**src/rtl/rf_read_arbiter_if.sv**
```systemverilog
// rtl/rf_read_arbiter_if.sv - request, read-mux and response signals of the register-file read arbiter
// The master side is the requesters, the mux and the consumer. The slave side is the arbiter.
interface rf_read_arbiter_if #(
    parameter int NREQ  = 4,
    parameter int DATAW = 64
);
    localparam int IDW = $clog2(NREQ);

    logic [NREQ-1:0]      req_valid;
    logic [NREQ-1:0][4:0] req_reg;
    logic [NREQ-1:0]      req_ready;
    logic [4:0]           read_reg;
    logic [DATAW-1:0]     read_data;
    logic                 rsp_valid;
    logic                 rsp_ready;
    logic [IDW-1:0]       rsp_id;
    logic [4:0]           rsp_reg;
    logic [DATAW-1:0]     rsp_data;

    modport master (
        output req_valid, req_reg, read_data, rsp_ready,
        input  req_ready, read_reg, rsp_valid, rsp_id, rsp_reg, rsp_data
    );

    modport slave (
        input  req_valid, req_reg, read_data, rsp_ready,
        output req_ready, read_reg, rsp_valid, rsp_id, rsp_reg, rsp_data
    );
endinterface

```
**src/rtl/rf_read_arbiter.sv**
```systemverilog
// rtl/rf_read_arbiter.sv - arbitrates NREQ requesters onto one register-file read mux, two-stage pipeline
// Define RF_ARB_ROUND_ROBIN_EN for round-robin arbitration; otherwise the lowest index wins.
module rf_read_arbiter #(
    parameter int NREQ  = 4,
    parameter int DATAW = 64
) (
    input  logic             clk,
    input  logic             rst_n,
    rf_read_arbiter_if.slave bus
);
    localparam int IDW = $clog2(NREQ);

    logic             a_valid;
    logic [IDW-1:0]   a_id;
    logic [4:0]       read_reg;
    logic             rsp_valid;
    logic [IDW-1:0]   rsp_id;
    logic [4:0]       rsp_reg;
    logic [DATAW-1:0] rsp_data;
    logic [IDW-1:0]   ptr;
    logic [NREQ-1:0]  grant;
    logic [IDW-1:0]   grant_id;
    logic             grant_any;
    logic             a_load;
    logic             b_load;
    logic             handshake;

    assign b_load    = a_valid & (~rsp_valid | bus.rsp_ready);
    assign a_load    = ~a_valid | b_load;
    assign handshake = grant_any & a_load & rst_n;

    // The grant is formed from req_valid and ptr only, so it cannot loop back through req_ready.
    always_comb begin
        logic [IDW-1:0] idx;
        idx       = '0;
        grant     = '0;
        grant_id  = '0;
        grant_any = 1'b0;
        for (int k = 0; k < NREQ; k++) begin
            idx = IDW'((int'(ptr) + k) % NREQ);
            if (!grant_any && bus.req_valid[idx]) begin
                grant_any   = 1'b1;
                grant[idx]  = 1'b1;
                grant_id    = idx;
            end
        end
    end

`ifdef RF_ARB_ROUND_ROBIN_EN
    always_ff @(posedge clk or negedge rst_n) begin
        if (!rst_n) begin
            ptr <= '0;
        end else if (handshake) begin
            ptr <= (int'(grant_id) == NREQ - 1) ? '0 : grant_id + 1'b1;
        end
    end
`else
    assign ptr = '0;
`endif

    always_ff @(posedge clk or negedge rst_n) begin
        if (!rst_n) begin
            read_reg  <= 5'd31;
            a_valid   <= 1'b0;
            a_id      <= '0;
            rsp_valid <= 1'b0;
            rsp_id    <= '0;
            rsp_reg   <= '0;
            rsp_data  <= '0;
        end else begin
            // read_reg holds while stage A is stalled, keeping read_data valid for capture.
            if (a_load) begin
                if (handshake) begin
                    read_reg <= bus.req_reg[grant_id];
                    a_id     <= grant_id;
                    a_valid  <= 1'b1;
                end else begin
                    a_valid  <= 1'b0;
                end
            end
            if (b_load) begin
                rsp_data  <= bus.read_data;
                rsp_reg   <= read_reg;
                rsp_id    <= a_id;
                rsp_valid <= 1'b1;
            end else if (rsp_valid && bus.rsp_ready) begin
                rsp_valid <= 1'b0;
            end
        end
    end

    assign bus.req_ready = grant & {NREQ{a_load & rst_n}};
    assign bus.read_reg  = read_reg;
    assign bus.rsp_valid = rsp_valid;
    assign bus.rsp_id    = rsp_id;
    assign bus.rsp_reg   = rsp_reg;
    assign bus.rsp_data  = rsp_data;
endmodule

```
**src/flat_wrapper.sv**
```systemverilog
// flat-port wrapper written by rule: the top's interface ports become plain ports
module rf_read_arbiter_flat 
#(
    parameter int NREQ  = 4,
    parameter int DATAW = 64
)
  (clk, rst_n, bus_req_valid, bus_req_reg, bus_read_data, bus_rsp_ready, bus_req_ready, bus_read_reg, bus_rsp_valid, bus_rsp_id, bus_rsp_reg, bus_rsp_data);
  rf_read_arbiter_if #(.NREQ(NREQ), .DATAW(DATAW)) bus_i ();
  input  logic clk;
  input  logic rst_n;
  input wire logic [$bits(bus_i.req_valid)-1:0] bus_req_valid;
  input wire logic [$bits(bus_i.req_reg)-1:0] bus_req_reg;
  input wire logic [$bits(bus_i.read_data)-1:0] bus_read_data;
  input wire logic [$bits(bus_i.rsp_ready)-1:0] bus_rsp_ready;
  output wire logic [$bits(bus_i.req_ready)-1:0] bus_req_ready;
  output wire logic [$bits(bus_i.read_reg)-1:0] bus_read_reg;
  output wire logic [$bits(bus_i.rsp_valid)-1:0] bus_rsp_valid;
  output wire logic [$bits(bus_i.rsp_id)-1:0] bus_rsp_id;
  output wire logic [$bits(bus_i.rsp_reg)-1:0] bus_rsp_reg;
  output wire logic [$bits(bus_i.rsp_data)-1:0] bus_rsp_data;
  assign bus_i.req_valid = bus_req_valid;
  assign bus_i.req_reg = bus_req_reg;
  assign bus_i.read_data = bus_read_data;
  assign bus_i.rsp_ready = bus_rsp_ready;
  assign bus_req_ready = bus_i.req_ready;
  assign bus_read_reg = bus_i.read_reg;
  assign bus_rsp_valid = bus_i.rsp_valid;
  assign bus_rsp_id = bus_i.rsp_id;
  assign bus_rsp_reg = bus_i.rsp_reg;
  assign bus_rsp_data = bus_i.rsp_data;
  rf_read_arbiter #(.NREQ(NREQ), .DATAW(DATAW)) u_core (.clk(clk), .rst_n(rst_n), .bus(bus_i));
endmodule
```
**config.mk**
```make
export PLATFORM = sky130hd
export DESIGN_NAME = rf_read_arbiter_flat
export DESIGN_NICKNAME = d
export VERILOG_FILES = /design/src/rtl/rf_read_arbiter_if.sv /design/src/rtl/rf_read_arbiter.sv /design/src/flat_wrapper.sv
export SDC_FILE = /design/constraint.sdc
export NUM_CORES = 1
export LEC_CHECK = 0
export ABC_AREA = 1
export CAP_MARGIN = 20
export CORE_UTILIZATION = 35
export CTS_CLUSTER_SIZE = 12
export DETAILED_ROUTE_END_ITERATION = 6
export PLACE_DENSITY = 0.75
export RECOVER_POWER = 25
export SYNTH_ARGS = -nofsm -noshare
export SYNTH_HDL_FRONTEND = slang
export SYNTH_SLANG_ARGS = --single-unit
export TNS_END_PERCENT = 20
```
**constraint.sdc**
```tcl
create_clock -name clk -period 1.4 [get_ports clk]
set_input_delay 0.14 -clock clk [delete_from_list [all_inputs] [get_ports clk]]
set_output_delay 0.14 -clock clk [all_outputs]
set_load 0.005 [all_outputs]
```
## Yosys cells after proc, flatten, opt, wreduce, memory -nomap -nowiden

Index checks and enable logic that the tools add are counted.
W data, S select, Z words.

- Flip-flop bits (word level): 80
- Input port bits: 91
- Output and inout port bits: 81
- Word-level logic and storage cells: 42

- Magnitude comparators: 1
- Mux-type cells: 16
- Bitwise operators: 9
- Reduce and logical (&&, ||, !) cells: 9

Operator list:

| operator | number |
|---|---|
| $bmux W5 S2 | 1 |
| $mux W1 | 9 |
| $mux W2 | 3 |
| $mux W5 | 1 |
| $and A1 B1 Y1 | 4 |
| $and A4 B4 Y4 | 1 |
| $logic_and A1 B1 Y1 | 4 |
| $mux W4 | 1 |
| $logic_not A1 Y1 | 3 |
| $lt A2 B3 Y1 const B | 1 |
| $mux W3 | 1 |
| $not A1 Y1 | 2 |
| $or A1 B1 Y1 | 2 |
| $reduce_and A2 Y1 | 1 |
| $reduce_bool A2 Y1 | 1 |

## Longest topological paths before layout

Gate-level depths: netlist (run 1).

- Word-level depth: 13
- Mapped depth: 9
- Depth with buffers taken out: 8

## Worst setup path after synthesis (run 1)

OpenSTA, ideal clock, no wires.

- Path type: reg2reg
- Start point: register u_core.rsp_valid (netlist: u_core.bus.rsp_valid)
- End point: register u_core.rsp_data[0] (netlist: u_core.bus.rsp_data[0])
- Setup time: 0.125 ns
- Data arrival time: 1.059 ns
- Slack: 0.216 ns
- Stages on the path, launching flop included: 5
- Period minus slack after synthesis: 1.184 ns
- Path through: dfrtp_1 nand2_2 nand2_4 buf_6 mux2_4

- Word-level cells in the longest chain between the ends: 3

RTL lines:

| element | RTL line | text |
|---|---|---|
| start, declared | rf_read_arbiter.sv:16 | `logic rsp_valid;` |
| start signal, assigned | rf_read_arbiter.sv:66 | `rsp_valid <= 1'b0;` |
| start signal, assigned | rf_read_arbiter.sv:85 | `rsp_valid <= 1'b1;` |
| start signal, assigned | rf_read_arbiter.sv:87 | `rsp_valid <= 1'b0;` |
| $not A1 Y1 | rf_read_arbiter.sv:28 | `assign b_load = a_valid & (~rsp_valid \| bus.rsp_ready);` |
| $or A1 B1 Y1 | rf_read_arbiter.sv:28 |  |
| $and A1 B1 Y1 | rf_read_arbiter.sv:28 |  |
| end signal, assigned | rf_read_arbiter.sv:82 | `rsp_data <= bus.read_data;` |
| end, declared | rf_read_arbiter.sv:19 | `logic [DATAW-1:0] rsp_data;` |

No other way between the ends.
A chain may end at the register's enable or synchronous reset.

## Worst setup path after layout (run 1)

- Start point: register u_core.a_valid
- End point: output port bus_req_ready[1]

- Word-level cells in the longest chain between the ends: 4

RTL lines:

| element | RTL line | text |
|---|---|---|
| start, declared | rf_read_arbiter.sv:13 | `logic a_valid;` |
| start signal, assigned | rf_read_arbiter.sv:64 | `a_valid <= 1'b0;` |
| start signal, assigned | rf_read_arbiter.sv:76 | `a_valid <= 1'b1;` |
| start signal, assigned | rf_read_arbiter.sv:78 | `a_valid <= 1'b0;` |
| $and A1 B1 Y1 or $not A1 Y1 (tied branches) | rf_read_arbiter.sv:28, rf_read_arbiter.sv:29 |  |
| $or A1 B1 Y1 (*) | rf_read_arbiter.sv:29 | `assign a_load = ~a_valid \| b_load;` |
| $and A1 B1 Y1 (*) | rf_read_arbiter.sv:92 | `assign bus.req_ready = grant & {NREQ{a_load & rst_n}};` |
| $and A4 B4 Y4 (*) | rf_read_arbiter.sv:92 |  |
| end, declared | flat_wrapper.sv:15 | `output wire logic [$bits(bus_i.req_ready)-1:0] bus_req_ready;` |

Every way passes the cells marked *; elsewhere a longest branch is shown, timed or not.

==> reports/metrics.cfg, run 1 <==
[drt]
wl_met3_um = 453
drt-met1-wl_um = 3726
drtIter0Drc = 61
drc = 0
drtAntennaViolNets = 0
first_pass_iters = 4
wire_per_inst_um = 15.37
wl_met2_um = 4810
routed.top_layer = met4
viasPerCell = 4.442
vias = 2652
wl_um = 9175

[timing]
worstMarginPinSlew_ps = 549.6
period_share_pct = 101.6
slew_headroom_pct = 63.36
tns_ps = -43.89
finalHoldViolations = 0
final.min_clock_period_ps = 1423
rsz0062_at_grt = true
finalSetupViolCount = 2
fmax_ghz = 0.7029
fin_skew_ps = 8.058
setup_slack_ps = -22.74
slew_viol_final = 0

[worst_setup_path]
cp.arrival_ps = 1280
path_buf_inv = 3
crit_chain = inv_2 -> o21ai_4 -> buf_6 -> nor2_1 -> buf_2
max_stage_delay_ps = 370
worstPathMaxFanout = 4
reg2reg_setup_slack_ps = 20
cp-start-kind = flop
slowest_stage = dfrtp_1
worstSetupPathType = flop to output pin
crit_required_ps = 1260
endpoint_kind = output pin
crit_family = flip-flops

[synthesis]
synth_ff_type = dfrtp_1
synthesis.instances = 260
yosys.area.top_type = dfrtp_1
synthTopCellsByArea = dfrtp_1 (52%), mux2_4 (28%), dfstp_2 (3.6%)
synth_mux_area_share_pct = 28.82
async_reset_ff_share_pct = 100.0
ys_types = 21
synth_top_cell_area_share_pct = 51.83
syn_area_um2 = 3621
ys_seq_area_share_pct = 55.46
synth_common_cells = dfrtp_1 (75), mux2_4 (68), nand2_1 (34), inv_1 (26), nand3_1 (20)
synth_top_family_by_area = multiplexers
synth_most_common_cell = dfrtp_1
yosys_warnings = 0
syn_nets = 351
synth-simple-area-share_pct = 8.708
avgSynthCellArea_um2 = 13.93
synth_compound_area_share_pct = 1.037
synth-seq-cells = 80
synth_xor_area_share_pct = 0
synth-edff-count = 0
synth_fa_ha_area_share_pct = 0

[placement]
gp_routability_congestion = 0.7515
dp_cells = 574
port_buffers = 171
placed_area_um2 = 5563
hpwlAfterDp_um = 6410
place_ws_ps = -293.5

[floorplanning]
die_area_um2 = 10760
start_util_pct = 36.54
fp-row-count = 36
coreArea_um2 = 9910
ios = 172
die_w_um = 103.7
fp.dieH_um = 103.7

[clock_tree]
cts-root-buf = clkbuf_8
clock-sinks = 80
clockBufferDepth = 2
clk_pin_slew_ps = 80
numCtsBuffers = 9
clock_latency_ps = 350
cts_tree = built
cts.htree.levels = 3

[layout]
fin_cells = 597
synthToLayoutAreaGrowth_pct = 65.65
diodes = 0
final_util_pct = 60.53
largest_register_ffs = 64
layout.nets = 550
final_area_um2 = 5998
drive_above_1_share_pct = 29.09

[min_path]
hold_class = primary input to flop

[global_routing]
grt_usage_pct = 16.92
grt_max_degree = 81
grt_pass1_vias = 2738
grt_pass1_wl_um = 14150
antenna_found_initial = 0
grt_overflow_total = 0

[job]
drv_cap = 0

[power_and_ir_drop]
p_sw_uw = 2052
p_leak_uw = 0.003262
seqPwrFrac_pct = 40.1
power_density_nw_per_um2 = 1358
p_comb_share_pct = 35.6
swShare_pct = 25.19
ir_drop_mv = 0.5948
p_int_uw = 6094
power.share.clock_pct = 24.3

[outcome]
status = finished, violations left
violations = setup timing

==> path summary, 6_finish.rpt <==
| kind | endpoint | startpoint | depth (start not counted) |
|---|---|---|---|
| worst max-delay path | bus_req_ready[1] | u_core.a_valid | 5 |
| worst min-delay path | u_core.bus.rsp_data[29] | bus_read_data[29] | 2 |
| worst max register to register | u_core.bus.rsp_data[40] | u_core.bus.rsp_valid | 5 |
| worst min register to register | u_core.bus.read_reg[1] | u_core.bus.read_reg[1] | 2 |
| max in group asynchronous | u_core.bus.read_reg[4] | rst_n | 4 |
| min in group asynchronous | u_core.bus.rsp_data[49] | rst_n | 3 |
==> cells in the final DEF (no fill, tap or decap), drive strengths merged <==
| cell type | Yosys | final |
|---|---|---|
| bufinv | 0 | 2 |
| dlymetal6s2s | 0 | 44 |
| inv | 28 | 29 |
| clkdlybuf4s50 | 0 | 110 |
| dfrtp | 75 | 75 |
| nor2 | 5 | 5 |
| buf | 10 | 29 |
| clkbuf | 0 | 14 |
| nand2 | 38 | 38 |
| o21ai | 6 | 6 |
| clkinv | 0 | 1 |
| mux2 | 70 | 70 |
| nand3b | 1 | 1 |
| dlygate4sd3 | 0 | 1 |
| dlygate4sd2 | 0 | 12 |
| nand3 | 21 | 21 |
| nor4 | 1 | 1 |
| dfstp | 5 | 5 |
==> power groups by stage <==
stage / clock, uW / combinational [uW] / sequential [uW]
floorplan: 0 / 1210 / 3330
global placement: 0 / 2940 / 3280
detailed placement: 0 / 2980 / 3320
CTS: 2040 / 2980 / 3280
global route: 2140 / 3090 / 3350
finish: 1980 / 2900 / 3270
==> per-stage QoR <==
step | total power, uW | hold WS, ps
after global routing | 8584 | 376.6
after global placement | 6228 | 462.6
after floorplan | 4546 | -155.6
final | 8146 | 398.8
after detailed placement | 6305 | 467.4
after CTS | 8298 | 125.6
==> layer usage <==
metal | vias up | global-route usage (%)
met4 | 0 | 8.776
li1 | 1251 | -
met1 | 1283 | 19.48
met2 | 104 | 29.58
met3 | 14 | 3.587
met5 | - | 0
==> cell type report <==
class | instances | area (um^2)
Fill cell | 782 | 3911
Timing Repair Buffer | 198 | 2052
Sequential cell | 80 | 2008
Multi-Input combinational cell | 142 | 1425
Tap cell | 133 | 166.4
Clock buffer | 12 | 165.2
Inverter | 28 | 107.6
Clock inverter | 4 | 73.82
==> kinds of logic (layout without fill, tap and decap cells) <==
family          Yosys count  after routing
compound gates            6              6
simple gates             66             66
flops                    80             80
buf+inv                  38            242
mux                      70             70
==> timing repair <==
item | in CTS | in global routing
gates resized for setup | 30 | 49
pin swaps | 4 | 3
hold endpoints to repair | 0 | 21
setup endpoints to repair | 20 | 100
hold buffers | 0 | 1
gates cloned | 0 | 2
setup buffers | 2 | 1
(Power assumes the default switching activity.)
==> run 2: changes to the inputs <==
--- a/config.mk
+++ b/config.mk
@@ -7,11 +7,13 @@
 export LEC_CHECK = 0
 export ABC_AREA = 1
 export CAP_MARGIN = 20
-export CORE_UTILIZATION = 35
+export CORE_MARGIN = 2
+export CORE_UTILIZATION = 41
 export CTS_CLUSTER_SIZE = 12
 export DETAILED_ROUTE_END_ITERATION = 6
-export PLACE_DENSITY = 0.75
+export PLACE_DENSITY = 0.85
 export RECOVER_POWER = 25
+export SLEW_MARGIN = 10
 export SYNTH_ARGS = -nofsm -noshare
 export SYNTH_HDL_FRONTEND = slang
 export SYNTH_SLANG_ARGS = --single-unit
==> reports/metrics.cfg, run 2 (synthesis gave the netlist of run 1 again) <==
[outcome]
status = complete, no violations  ; was finished, violations left

[clock_tree]
cts.htree.levels = 3  ; unchanged
cts-root-buf = clkbuf_8  ; unchanged
clock_latency_ps = 330  ; was 350 ps
clk_pin_slew_ps = 90  ; was 80 ps
clockBufferDepth = 2  ; unchanged
numCtsBuffers = 9  ; unchanged
cts_tree = built  ; unchanged
clock-sinks = 80  ; unchanged

[timing]
finalSetupViolCount = 0  ; was 2
rsz0062_at_grt = true  ; unchanged
slew_headroom_pct = 72.05  ; was 63.36%
slew_viol_final = 0  ; unchanged
finalHoldViolations = 0  ; unchanged
fin_skew_ps = 9.738  ; was 8.058 ps
period_share_pct = 97.93  ; was 101.6%
final.min_clock_period_ps = 1371  ; was 1423 ps
worstMarginPinSlew_ps = 419.2  ; was 549.6 ps
fmax_ghz = 0.7294  ; was 0.7029 GHz

[placement]
placed_area_um2 = 5587  ; was 5563 um^2
hpwlAfterDp_um = 6813  ; was 6410 um
port_buffers = 171  ; unchanged
gp_routability_congestion = 0.7355  ; was 0.7515

[drt]
drtAntennaViolNets = 0  ; unchanged
wl_um = 9121  ; was 9175 um
first_pass_iters = 4  ; unchanged
vias = 2622  ; was 2652
drc = 0  ; unchanged
drtIter0Drc = 50  ; was 61
viasPerCell = 4.560  ; was 4.442
wire_per_inst_um = 15.86  ; was 15.37 um

[global_routing]
grt_pass1_wl_um = 14540  ; was 14150 um
grt_usage_pct = 19.00  ; was 16.92%
grt_pass1_vias = 2848  ; was 2738
grt_overflow_total = 0  ; unchanged
grt_max_degree = 81  ; unchanged
antenna_found_initial = 0  ; unchanged

[worst_setup_path]
reg2reg_setup_slack_ps = 30  ; was 20 ps
endpoint_kind = output pin  ; unchanged
worstPathMaxFanout = 2  ; was 4
crit_required_ps = 1260  ; about the same
worstSetupPathType = flop to output pin  ; unchanged
crit_family = buffers and inverters  ; was flip-flops
rr_startpoint = u_core.bus.rsp_valid  ; unchanged
cp.arrival_ps = 1230  ; was 1280 ps
r2r.worst_path.cells = 5  ; unchanged
reg2reg_to = u_core.bus.rsp_data[43]  ; was u_core.bus.rsp_data[40]
cp-start-kind = flop  ; unchanged
slowest_stage = clkdlybuf4s50_1  ; was dfrtp_1
max_stage_delay_ps = 530  ; was 370 ps
startpoint = u_core.bus.rsp_data[23]  ; was u_core.a_valid
path_buf_inv = 1  ; was 3
crit_chain = clkdlybuf4s50_1  ; was inv_2 -> o21ai_4 -> buf_6 -> nor2_1 -> buf_2

[min_path]
holdPathStages = 2  ; unchanged
worstHoldStart = bus_read_data[20]  ; was bus_read_data[29]
hold_end = u_core.bus.rsp_data[20]  ; was u_core.bus.rsp_data[29]
hold_class = primary input to flop  ; unchanged

[layout]
final_area_um2 = 5927  ; was 5998 um^2
synthToLayoutAreaGrowth_pct = 63.68  ; was 65.65%
largest_register_ffs = 64  ; unchanged
mostFrequentLayoutCells = clkdlybuf4s50_1 (116), dfrtp_1 (75), mux2_4 (68)  ; was clkdlybuf4s50_1 (110), dfrtp_1 (75), mux2_4 (69)
diodes = 0  ; unchanged
drive_above_1_share_pct = 29.34  ; was 29.09%
layout.nets = 553  ; was 550
layout_commonest_cell = clkdlybuf4s50_1  ; unchanged
final_util_pct = 68.63  ; was 60.53%
fillers = 621  ; was 782

[floorplanning]
ios = 172  ; unchanged
fp.dieH_um = 97.98  ; was 103.7 um
coreArea_um2 = 8636  ; was 9910 um^2
start_util_pct = 41.93  ; was 36.54%
fp-row-count = 34  ; was 36
die_w_um = 97.98  ; was 103.7 um
die_area_um2 = 9599  ; was 10760 um^2

[power_and_ir_drop]
p_leak_uw = 0.003214  ; was 0.003262 uW
power_density_nw_per_um2 = 1339  ; was 1358 nW/um^2
ir_drop_mv = 0.5894  ; was 0.5948 mV

[job]
drv_cap = 0  ; unchanged

-- run 2: what timing repair did --
action                     in CTS  in global routing
buffers inserted                0                  5
pin swaps                       5                  0
hold endpoints to repair       75                  0
gates resized for setup        27                 42
setup endpoints to repair      28                 61
hold buffers                    1                  0
-- run 2: worst max path at each step --
stage	end	slack, ps	cells after the start
final	bus_rsp_data[23]	30	1
after global routing	bus_req_ready[2]	-50	4
after CTS	bus_rsp_data[18]	0.9	1
after detailed placement	bus_req_ready[2]	-290	6
after global placement	bus_req_ready[2]	-290	6
after floorplan	u_core.bus.rsp_data[0]	220	4
-- run 2: where the power goes --
group	internal [uW]	switching, uW	total (uW)
Sequential	2930	358	3290
Clock	835	845	1680
Combinational	2070	901	2970
-- run 2: layout make-up --
| cell class | instances | area, um^2 | share of cell area (%) |
|---|---|---|---|
| Clock buffer | 10 | 127.6 | 2.153 |
| Timing Repair Buffer | 201 | 2061 | 34.77 |
| Sequential cell | 80 | 2008 | 33.88 |
| Tap cell | 108 | 135.1 | 2.280 |
| Inverter | 28 | 107.6 | 1.815 |
| Clock inverter | 6 | 68.82 | 1.161 |
| Multi-Input combinational cell | 142 | 1419 | 23.94 |
-- run 2: layer usage --
layer | vias to the layer above | wire length (um) | track usage, %
met5 | - | 0 | 0
li1 | 1262 | - | -
met3 | 6 | 594 | 4.796
met4 | 0 | 104 | 6.517
met2 | 99 | 4908 | 33.46
met1 | 1255 | 3514 | 22.62
-- run 2: stage by stage --
stage | setup WS [ps] | TNS (ps) | instances | hold slack, ps | total power (uW)
floorplan | 216.1 | 0 | 260 | -155.6 | 4546
finish | 29.02 | 0 | 575 | 410.7 | 7937
detailed placement | -293.6 | -16930 | 553 | 247.2 | 6386
global route | -54.74 | -226.6 | 575 | 384.2 | 8365
global placement | -291.8 | -16250 | 553 | 241.3 | 6260
CTS | 0.9180 | 0 | 570 | 394.6 | 8080
